### src/rtl/bcd_conv_arbiter.sv
// bcd_conv_arbiter
// One iterative shift-add-3 binary-to-BCD converter shared by two requesters.
// Requester 0 is operand entry, requester 1 is the ALU result. Arbitration is
// round-robin on ties. Each conversion takes WIDTH shift cycles and ends with a
// one-cycle done pulse tagged with the requester that was served.

module bcd_conv_arbiter #(
    parameter int WIDTH  = 8,
    parameter int DIGITS = 4
) (
    input  logic                  clk,
    input  logic                  rst,
    input  logic                  req0,
    input  logic [WIDTH-1:0]      bin0,
    input  logic                  req1,
    input  logic [WIDTH-1:0]      bin1,
    output logic                  gnt0,
    output logic                  gnt1,
    output logic                  busy,
    output logic                  done,
    output logic                  done_id,
    output logic [4*DIGITS-1:0]   bcd
);

    localparam int BW = 4 * DIGITS;
    localparam int CW = $clog2(WIDTH + 1);
    localparam logic [CW-1:0] LAST = CW'(WIDTH - 1);
    localparam logic [CW-1:0] ONE  = CW'(1);

    typedef enum logic {IDLE, SHIFT} state_t;

    state_t            state;
    state_t            state_next;

    logic [WIDTH-1:0]  shreg;
    logic [BW-1:0]     scratch;
    logic [BW-1:0]     adjusted;
    logic [BW+WIDTH-1:0] shifted;
    logic [CW-1:0]     count;
    logic              last_served;
    logic              pick0;
    logic              pick1;
    logic              last_step;

    // Tie goes to whichever requester was not served last; a lone request always wins
    always_comb begin
        pick0 = req0 & (~req1 | last_served);
        pick1 = req1 & ~pick0;
    end

    // Add 3 to every digit that is 5 or more, then shift the whole {scratch, shreg} left
    always_comb begin
        adjusted = '0;
        for (int i = 0; i < DIGITS; i++) begin
            if (scratch[4*i +: 4] >= 4'd5)
                adjusted[4*i +: 4] = scratch[4*i +: 4] + 4'd3;
            else
                adjusted[4*i +: 4] = scratch[4*i +: 4];
        end
        shifted   = {adjusted, shreg} << 1;
        last_step = (count == LAST);
    end

    // State register
    always_ff @(posedge clk) begin
        if (rst)
            state <= IDLE;
        else
            state <= state_next;
    end

    // Next-state: start on any grant, return to IDLE after the final shift
    always_comb begin
        state_next = state;
        case (state)
            IDLE:    if (pick0 | pick1) state_next = SHIFT;
            SHIFT:   if (last_step)     state_next = IDLE;
            default: state_next = IDLE;
        endcase
    end

    // FSM outputs: grants only exist in IDLE, busy covers the shift cycles
    always_comb begin
        busy = (state == SHIFT);
        gnt0 = (state == IDLE) & pick0;
        gnt1 = (state == IDLE) & pick1;
    end

    // Datapath: capture operand on grant, shift one bit per cycle, publish result on the last shift
    always_ff @(posedge clk) begin
        if (rst) begin
            shreg       <= '0;
            scratch     <= '0;
            count       <= '0;
            last_served <= 1'b1;
            bcd         <= '0;
            done        <= 1'b0;
            done_id     <= 1'b0;
        end else begin
            done <= 1'b0;
            if (state == IDLE) begin
                if (gnt0 | gnt1) begin
                    shreg       <= gnt1 ? bin1 : bin0;
                    scratch     <= '0;
                    count       <= '0;
                    last_served <= gnt1;
                end
            end else begin
                shreg   <= shifted[WIDTH-1:0];
                scratch <= shifted[WIDTH +: BW];
                count   <= count + ONE;
                if (last_step) begin
                    bcd     <= shifted[WIDTH +: BW];
                    done    <= 1'b1;
                    done_id <= last_served;
                end
            end
        end
    end

endmodule

### config.mk
export PLATFORM = sky130hd
export DESIGN_NAME = bcd_conv_arbiter
export DESIGN_NICKNAME = d
export VERILOG_FILES = /design/src/rtl/bcd_conv_arbiter.sv
export SDC_FILE = /design/constraint.sdc
export NUM_CORES = 1
export LEC_CHECK = 0
export ABC_CLOCK_PERIOD_IN_PS = 1400
export CORE_ASPECT_RATIO = 1.1
export CORE_MARGIN = 10
export CORE_UTILIZATION = 49
export CTS_BUF_LIST = sky130_fd_sc_hd__clkbuf_2
export CTS_CLUSTER_DIAMETER = 120
export DETAILED_ROUTE_END_ITERATION = 8
export PLACE_DENSITY = 0.89
export REMOVE_ABC_BUFFERS = 1
export SKIP_LAST_GASP = 1
export SLEW_MARGIN = 20
export SYNTH_ARGS = -nofsm -noshare
export SYNTH_HDL_FRONTEND = slang
export SYNTH_SLANG_ARGS = --single-unit
### constraint.sdc
create_clock -name clk -period 1.4 [get_ports clk]
set_clock_uncertainty 0.1 [all_clocks]
set_input_delay 0.28 -clock clk [delete_from_list [all_inputs] [get_ports clk]]
set_output_delay 0.28 -clock clk [all_outputs]
set_load 0.01 [all_outputs]
==> results of run 1 <==
registers in the layout (all words and copies together), names as in the netlist:
register and flops:
busy 1, last_served 1, done 1, scratch 16, bcd 16, shreg 8
count 4, done_id 1
logic make-up after synthesis:
family                   share of synthesized area
multiplexers                                0.0501
XOR/XNOR                                    0.0146
flip-flops                                   0.401
AND/OR/NAND/NOR                              0.212
buffers and inverters                       0.0647
adder cells (fa/ha/maj)                     0.0470
AO/OA/AOI/OAI                                0.210
cell type report:
cell class / instances / area (µm²) / area share
Tap cell: 56 / 70.1 / 0.0188
Timing Repair Buffer: 107 / 986 / 0.265
Sequential cell: 48 / 1010 / 0.271
Clock buffer: 5 / 25.0 / 0.00673
Multi-Input combinational cell: 181 / 1530 / 0.412
Clock inverter: 3 / 42.5 / 0.0114
Inverter: 13 / 53.8 / 0.0145
path summary, 6_finish.rpt:
kind | end | slack, ns | cells after the start
worst max-delay path | shreg[7]$_SDFFE_PP0P_ | -0.28 | 7
worst min register to register | bcd[14]$_SDFFE_PP0P_ | 0.39 | 2
worst max register to register | shreg[7]$_SDFFE_PP0P_ | -0.28 | 7
worst min-delay path | shreg[4]$_SDFFE_PP0P_ | 0.34 | 3
through the flow:
step           TNS (ns)  worst slack, ns  total power (W)  cell area (µm²)
2_1_floorplan    -31.99            -1.09          0.00155             2290
3_3_place_gp     -13.83           -0.550          0.00172             3100
3_5_place_dp     -16.25           -0.627          0.00174             3100
4_1_cts           -2.99           -0.285          0.00256             3520
5_1_grt           -7.41           -0.347          0.00268             3720
6_report          -4.87           -0.283          0.00260             3720
worst max-delay path: stages (launching register included):
cell and delay, ns:
dfxtp_2 0.39, buf_4 0.15, buf_12 0.13, buf_8 0.14
bufbuf_16 0.27, nor3b_2 0.16, a21oi_1 0.07, o22ai_1 0.23
timing repair:
action / CTS / global route
buffers inserted: 17 / 2
gates resized for setup: 163 / 40
endpoints found under the setup margin: 60 / 53
gates cloned: 4 / 0
pin swaps: 21 / 15
synth_stat cells, types with 5 or more instances:
library cell  number
o21ai_0           16
nand3_1            5
a21o_1             7
ha_1               9
nand2_1           22
nor3b_2            7
mux2i_1           12
nand2b_1          10
o22ai_1            7
inv_1             13
a21oi_1           20
nor2_1            12
nor3b_1           11
dfxtp_1           48
layer usage:
layer | vias to the layer above | routed length [µm] | track usage
li1 | 1119 | - | -
met1 | 1121 | 2970 | 0.175
met2 | 123 | 4050 | 0.331
met3 | 48 | 620 | 0.0660
met4 | 0 | 418 | 0.0730
met5 | - | 0 | 0
power by group through the flow:
| stage | clock network, W | logic, W | registers (W) |
|---|---|---|---|
| global placement | 0 | 0.000286 | 0.00144 |
| global route | 0.000823 | 0.000446 | 0.00141 |
| finish | 0.000771 | 0.000423 | 0.00141 |
| floorplan | 0 | 0.000100 | 0.00145 |
| detailed placement | 0 | 0.000296 | 0.00144 |
| CTS | 0.000770 | 0.000379 | 0.00141 |
==> results.md, run 1 <==
- Outcome: finished with violations
- Failing checks: negative setup slack
- Vias per cell: 5.84
- Crit-path max FO: 7
- Die Ht: 93.3 µm
- Avg Cell Area, Syn: 9.36 µm²
- Synthesized area: 2400 µm²
- Synth async-reset ratio: 0
- Worst-path clk slew: 0.25 ns
- DP HPWL: 4.42 mm
- P&R area growth vs syn: 55.2%
- DRT antenna net count: 0
- H-tree depth: 2
- Synth area leader: dfxtp_1
- DP Cell Count: 382
- WP data required: 1.69 ns
- Cell Rows: 26
- Final hold vios: 0
- WL final: 8.05 mm
- Post-synth EDFFs: 0
- Gpl congestion: 0.758
- Synth Instances: 256
- WS Path Type: reg2reg
- IO Port Bufs: 40
- Startpoint types: flip-flop
- Max cap viols: 0
- Core Util, Final: 0.794
- Hold_ws: 0.342 ns
- Sink Count: 48
- Root Driver: clkbuf_2
- P_sw: 0.000676 W
- Top area cells in the synthesized netlist: dfxtp_1 (40%), mux2i_1 (5.0%), ha_1 (4.7%)
- Layout Nets: 385
- Clock buffer depth: 2
- DRC violations left: 0
- Inserted Clock Buffers: 5
- Layout cells sized above 1: 0.521
- Most common cell after layout, fill and taps aside: buf_4
- Worst setup EP type: flip-flop
- Number of global-route vias before repair: 2499
- CTS Hold Bufs: 0
- Setup WS post-layout: -0.283 ns
- # fillers: 267
- VDD IR max: 521 µV
- Die area: 8090 µm²
- Total number of vias: 2411
- Slew of the pin with the lowest slew margin: 0.307 ns
- Yosys top cell area share: 0.401
- Die Width: 86.7 µm
- First-pass GRT wire length: 11.8 mm
- CP Launch Point: busy$_SDFF_PP0_
- GRT Residual Overflow: 0
- Worst Hold Class: in2reg
- Period minus WS final: 1.68 ns
- Sw Ratio: 0.259
- Clock power frac: 0.296
- Cell Int Power: 0.00193 W
- Initial Util: 0.511
- Clock Latency Late Sink: 0.46 ns
- CTS tree: built
- Slew Limit Headroom: 0.795
- Final setup viols: 47
- Drt wl/cell: 19.5 µm
- Min-delay src: bin1[4]
- Synth Flop Type: dfxtp_1
- DRT Pass-1 Iters: 4
- Initial antenna violation count: 0
- Yosys reg bits: 48
- Synth warnings: 0
- Number of antenna diodes: 0
- Leak Pwr: 1.59 nW
- Flop pwr share: 0.542
- Max Slew Vio Count: 0
- Gr usage total: 0.179
- Crit path DAT: 1.97 ns
- Ratio of final minimum period to clock period: 1.20
- Unique masters post-synth: 42
- Sequential cell area fraction in the yosys report: 0.401
- RSZ-0062 raised after global routing: true
- Part of the power in combinational logic: 0.162
- First-iteration detailed-routing DRC count: 156
- Non-filler cells, final: 413
- Critical R2R Launch: busy$_SDFF_PP0_
- Leading cell types in the layout, fill and taps excluded: buf_4 (52), dfxtp_2 (23), nand2_1 (21)
- Power per Cell Area: 700 nW/µm²
- Io pins: 41
- Max Freq: 0.594 GHz
- Largest net degree at the start of global routing: 16
- Core footprint: 4680 µm²
No activity file was read; power rests on OpenSTA's default activity.
==> run 2, diff against run 1 <==
- CORE_UTILIZATION: 49 -> 25
- PLACE_DENSITY: 0.89 -> 0.56
==> results.md, run 2 (same netlist as run 1, synthesis figures left out) <==
- Io pins: 41 (unchanged)
- Crit path DAT: 1.26 ns (-0.71 ns)
- Slew of the pin with the lowest slew margin: 0.294 ns (-0.0127 ns)
- Vias per cell: 4.56 (-22%)
- Number of antenna diodes: 0 (unchanged)
- Leak Pwr: 1.53 nW (-3.5%)
- Power per Cell Area: 678 nW/µm² (-3.2%)
- Largest net degree at the start of global routing: 19 (+3)
- Critical-path cell list: nand2b_4 > a21o_1 > inv_1 > buf_6
- Worst Hold Class: reg2reg
- Clock Latency Late Sink: 0.43 ns (-0.03 ns)
- Family with the most delay on the worst path: flip-flops
- Layout Nets: 381 (-1.0%)
- Drt wl/cell: 13.1 µm (-33%)
- Outcome: finished with violations
- Critical R2R Launch: busy$_SDFF_PP0_
- Min-delay src: bcd[14]$_SDFFE_PP0P_
- Slew Limit Headroom: 0.804 (+0.00849)
- Hold_ws: 0.371 ns (+0.0286 ns)
- DRT Pass-1 Iters: 4 (unchanged)
- Period minus WS final: 1.64 ns (-0.0453 ns)
- Initial Util: 0.256 (-0.255)
- RSZ-0062 raised after global routing: true
- DRC violations left: 0 (unchanged)
- Leading cell types in the layout, fill and taps excluded: buf_4 (55), dfxtp_2 (23), nand2_1 (21), dfxtp_1 (21), clkdlybuf4s50_1 (18)
- Crit-path max FO: 3 (-4)
- P&R area growth vs syn: 53.6%
- Root Driver: clkbuf_2
- Most common cell after layout, fill and taps aside: buf_4
- Cell Rows: 37 (+42%)
- Worst-path clk slew: 0.23 ns (-0.02 ns)
- Gr usage total: 0.0872 (-0.0923)
- Critical path's largest stage delay: 0.39 ns (about the same)
- Die area: 13900 µm² (+72%)
- First-iteration detailed-routing DRC count: 86 (-45%)
- Sink Count: 48 (unchanged)
- Crit-path slowest cell: dfxtp_2
- # fillers: 955 (+260%)
- Layout cells sized above 1: 0.513 (-0.00826)
- Setup WS post-layout: -0.238 ns (+0.0453 ns)
- Max Slew Vio Count: 0 (unchanged)
- WP data required: 1.02 ns (-0.67 ns)
- GRT Residual Overflow: 0 (unchanged)
- Max Freq: 0.611 GHz (+2.8%)
- Placed Area: 3180 µm² (+2.4%)
- Die Ht: 123 µm (+31%)
- WS Path Type: reg2out
- Core footprint: 9350 µm² (+100%)
- H-tree depth: 2 (unchanged)
- Final setup viols: 25 (-47%)
- VDD IR max: 346 µV (-34%)
- Die Width: 113 µm (+31%)
- CTS tree: built
- Final hold vios: 0 (unchanged)
- WL final: 6.17 mm (-23%)
- IO Port Bufs: 40 (unchanged)
- Max cap viols: 0 (unchanged)
- CTS Hold Bufs: 0 (unchanged)
- DRT antenna net count: 0 (unchanged)
- Worst setup EP type: output port
- Startpoint types: flip-flop
- Gpl congestion: 0.784 (+3.4%)
- Total number of vias: 2144 (-11%)
- DP HPWL: 4.39 mm (-0.49%)
- Clock buffer depth: 2 (unchanged)
- Crit path buf inv count: 2 (-2)
- Ratio of final minimum period to clock period: 1.17 (-0.0323)
- Failing checks: negative setup slack
- Initial antenna violation count: 0 (unchanged)
- Inserted Clock Buffers: 5 (unchanged)
- First-pass GRT wire length: 10.2 mm (-13%)
- Largest regs: bcd (16), scratch (16), shreg (8)
- Final instance area: 3680 µm² (-1.0%)
- CP Launch Point: busy$_SDFF_PP0_
- Number of global-route vias before repair: 2206 (-12%)
## run 2: worst min-delay path: cells and delay by family, from the launching register on
kind	cells	cell delay (ns)
AO/OA/AOI/OAI	1	0.05
flip-flops	1	0.37
AND/OR/NAND/NOR	1	0.05
## run 2: area by class of cell
| class | count | area [µm²] | share of cell area |
|---|---|---|---|
| Clock buffer | 5 | 25.0 | 0.00680 |
| Clock inverter | 3 | 42.5 | 0.0116 |
| Inverter | 13 | 56.3 | 0.0153 |
| Multi-Input combinational cell | 181 | 1540 | 0.419 |
| Sequential cell | 48 | 1000 | 0.273 |
| Tap cell | 117 | 146 | 0.0398 |
| Timing Repair Buffer | 103 | 865 | 0.235 |
## run 2: path summary, 6_finish.rpt
check / to / slack [ns] / cells after the start
min: bcd[14]$_SDFFE_PP0P_ / 0.37 / 2
min reg2reg: bcd[14]$_SDFFE_PP0P_ / 0.37 / 2
max: gnt1 / -0.24 / 4
max reg2reg: bcd[15]$_SDFFE_PP0P_ / -0.13 / 5
## run 2: stage by stage
step / setup slack [ns] / setup TNS [ns] / total power (W) / utilization / cells
finish: -0.238 / -1.89 / 0.00249 / 0.394 / 470
global route: -0.345 / -4.25 / 0.00261 / 0.394 / 470
CTS: -0.295 / -1.96 / 0.00252 / 0.380 / 468
detailed placement: -0.587 / -16.63 / 0.00174 / 0.340 / 441
global placement: -0.559 / -15.79 / 0.00173 / 0.340 / 441
floorplan: -1.09 / -31.99 / 0.00155 / - / 242
## run 2: layer usage
layer	part of all wire	wire length, µm	global-route usage
met4	0.0086	53	0.0302
met1	0.46	2820	0.0996
met5	0	0	0
met3	0.052	319	0.0259
met2	0.48	2970	0.152
## run 2: what timing repair did
item,in CTS,in global routing
gates resized for setup,168,31
gates cloned,1,1
pin swaps,17,6
setup buffers,18,1
setup endpoints to repair,51,46
## run 2: power by group
group | switching, W | internal [W] | total, W
Sequential | 0.0000159 | 0.00139 | 0.00141
Combinational | 0.000142 | 0.000184 | 0.000325
Clock | 0.000466 | 0.000298 | 0.000763
==> run 3, diff against run 2 <==
- TNS_END_PERCENT: default -> 20
==> results.md, run 3 (same netlist as run 1, synthesis figures left out) <==
- Io pins: 41 (unchanged)
- P&R area growth vs syn: 47.8%
- DRT Pass-1 Iters: 4 (unchanged)
- Worst setup EP type: output port
- WP data required: 1.02 ns (about the same)
- Inserted Clock Buffers: 5 (unchanged)
- Startpoint types: flip-flop
- First-iteration detailed-routing DRC count: 87 (+1.2%)
- CTS tree: built
- Root Driver: clkbuf_2
- Setup WS post-layout: -0.235 ns (+0.00290 ns)
- GRT Residual Overflow: 0 (unchanged)
- Worst Hold Class: reg2reg
- Cells on worst reg2reg path: 5 (unchanged)
- P_sw: 0.000613 W (-1.8%)
- Final setup viols: 57 (+130%)
- Hold Path Stages: 2 (unchanged)
- Hold_ws: 0.371 ns (-0.000330 ns)
- Part of the power in combinational logic: 0.126 (-0.004)
- Cell Int Power: 0.00186 W (-0.33%)
- Sw Ratio: 0.247 (-0.00269)
- Hold Path Sink: bcd[14]$_SDFFE_PP0P_
- Failing checks: negative setup slack
- Leading cell types in the layout, fill and taps excluded: buf_4 (45), dfxtp_2 (23), nand2_1 (22), dfxtp_1 (22), a21oi_1 (20)
- CTS Hold Bufs: 0 (unchanged)
- Max Freq: 0.612 GHz (+0.18%)
- Crit-path max FO: 3 (unchanged)
- DRC violations left: 0 (unchanged)
- Final hold vios: 0 (unchanged)
- Total number of vias: 2098 (-2.1%)
- Reg2Reg Setup Slack: -0.11 ns (+0.02 ns)
- Period minus WS final: 1.63 ns (-0.00289 ns)
- Most common cell after layout, fill and taps aside: buf_4
- Die Width: 113 µm (unchanged)
- H-tree depth: 2 (unchanged)
- Clock Latency Late Sink: 0.42 ns (about the same)
- WS Path Type: reg2out
- Outcome: finished with violations
- Number of global-route vias before repair: 2076 (-5.9%)
- Slew Limit Headroom: 0.810 (+0.00658)
- Clock power frac: 0.306 (about the same)
- Clock buffer depth: 2 (unchanged)
- Layout cells sized above 1: 0.427 (-0.0858)
- Reg2reg end: bcd[11]$_SDFFE_PP0P_
- Ratio of final minimum period to clock period: 1.17 (-0.00207)
- # fillers: 964 (+0.94%)
- First-pass GRT wire length: 9.48 mm (-7.1%)
- DRT antenna net count: 0 (unchanged)
- CP Launch Point: busy$_SDFF_PP0_
- Die Ht: 123 µm (unchanged)
- Gr usage total: 0.0814 (-0.00577)
- Gpl congestion: 0.784 (unchanged)
- Power per Cell Area: 699 nW/µm² (+3.2%)
- Critical R2R Launch: busy$_SDFF_PP0_
- Worst-path clk slew: 0.23 ns (about the same)
- Vias per cell: 4.57 (+0.20%)
- RSZ-0062 raised after global routing: true
- DP HPWL: 4.39 mm (unchanged)
- Slew of the pin with the lowest slew margin: 0.284 ns (-0.00947 ns)
- Layout Nets: 370 (-2.9%)
- Max cap viols: 0 (unchanged)
- Core footprint: 9350 µm² (unchanged)
- Initial Util: 0.256 (unchanged)
- Core Util, Final: 0.379 (-0.0149)
- WL final: 6.06 mm (-1.8%)
- Total negative slack: -3.14 ns (-1.25 ns)
- VDD IR max: 376 µV (+8.5%)
- Cell Rows: 37 (unchanged)
- Flop pwr share: 0.568 (+0.005)
- Largest regs: bcd (16), scratch (16), shreg (8)
- Crit path DAT: 1.25 ns (about the same)
- Drt wl/cell: 13.2 µm (+0.59%)
- Number of antenna diodes: 0 (unchanged)
- Sink Count: 48 (unchanged)
- IO Port Bufs: 40 (unchanged)
- Max Slew Vio Count: 0 (unchanged)
- Die area: 13900 µm² (unchanged)
- Leak Pwr: 1.49 nW (-2.5%)
- Min-delay src: bcd[14]$_SDFFE_PP0P_
- Largest net degree at the start of global routing: 19 (unchanged)
- Initial antenna violation count: 0 (unchanged)
-- run 3: how the worst max path moves through the flow --
stage	end	slack [ns]	cells after the start
6_report	gnt1	-0.23	4
5_1_grt	gnt1	-0.37	4
4_1_cts	gnt1	-0.29	4
3_5_place_dp	gnt1	-0.59	5
3_3_place_gp	gnt1	-0.56	5
2_1_floorplan	bcd[10]$_SDFFE_PP0P_	-1.09	4
-- run 3: routing by layer --
metal  vias up  share of wire  global-route usage
met5         -              0                   0
met4         0         0.0051              0.0230
met3         2          0.059              0.0337
met2        42           0.47               0.133
met1       975           0.46              0.0964
li1       1079              -                   -
-- run 3: worst max-delay path, cell delays in order, from the launching register on --
cell	delay (ns)
dfxtp_2	0.39
nand2b_4	0.14
a21o_1	0.16
inv_1	0.07
buf_6	0.10
-- run 3: power by group through the flow --
stage,registers (W),clock network (W),logic (W)
5_1_grt,0.00141,0.000858,0.000340
3_3_place_gp,0.00144,0,0.000295
6_report,0.00141,0.000757,0.000313
4_1_cts,0.00141,0.000788,0.000299
2_1_floorplan,0.00145,0,0.000100
3_5_place_dp,0.00144,0,0.000300
-- run 3: stage by stage --
step / setup WS, ns / instance area [µm²] / instances / power [W]
2_1_floorplan: -1.09 / 2290 / 242 / 0.00155
3_3_place_gp: -0.559 / 3180 / 441 / 0.00173
3_5_place_dp: -0.587 / 3180 / 441 / 0.00174
4_1_cts: -0.295 / 3260 / 455 / 0.00250
5_1_grt: -0.366 / 3540 / 459 / 0.00261
6_report: -0.235 / 3540 / 459 / 0.00248
-- run 3: cell type report --
cell class	count	area, µm²	share of cell area
timing repair buffer	92	810	0.229
sequential	48	1000	0.283
clock inverter	3	42.5	0.0120
tap	117	146	0.0413
clock buffer	5	25.0	0.00706
inverter	13	56.3	0.0159
multi-input combinational	181	1460	0.413
-- run 3: repair_timing --
action                     4_1_cts  5_1_grt
resized for setup               67       63
pin swaps                        0       16
setup endpoints to repair       51       65
cloned                           0        1
setup buffers                    6        3
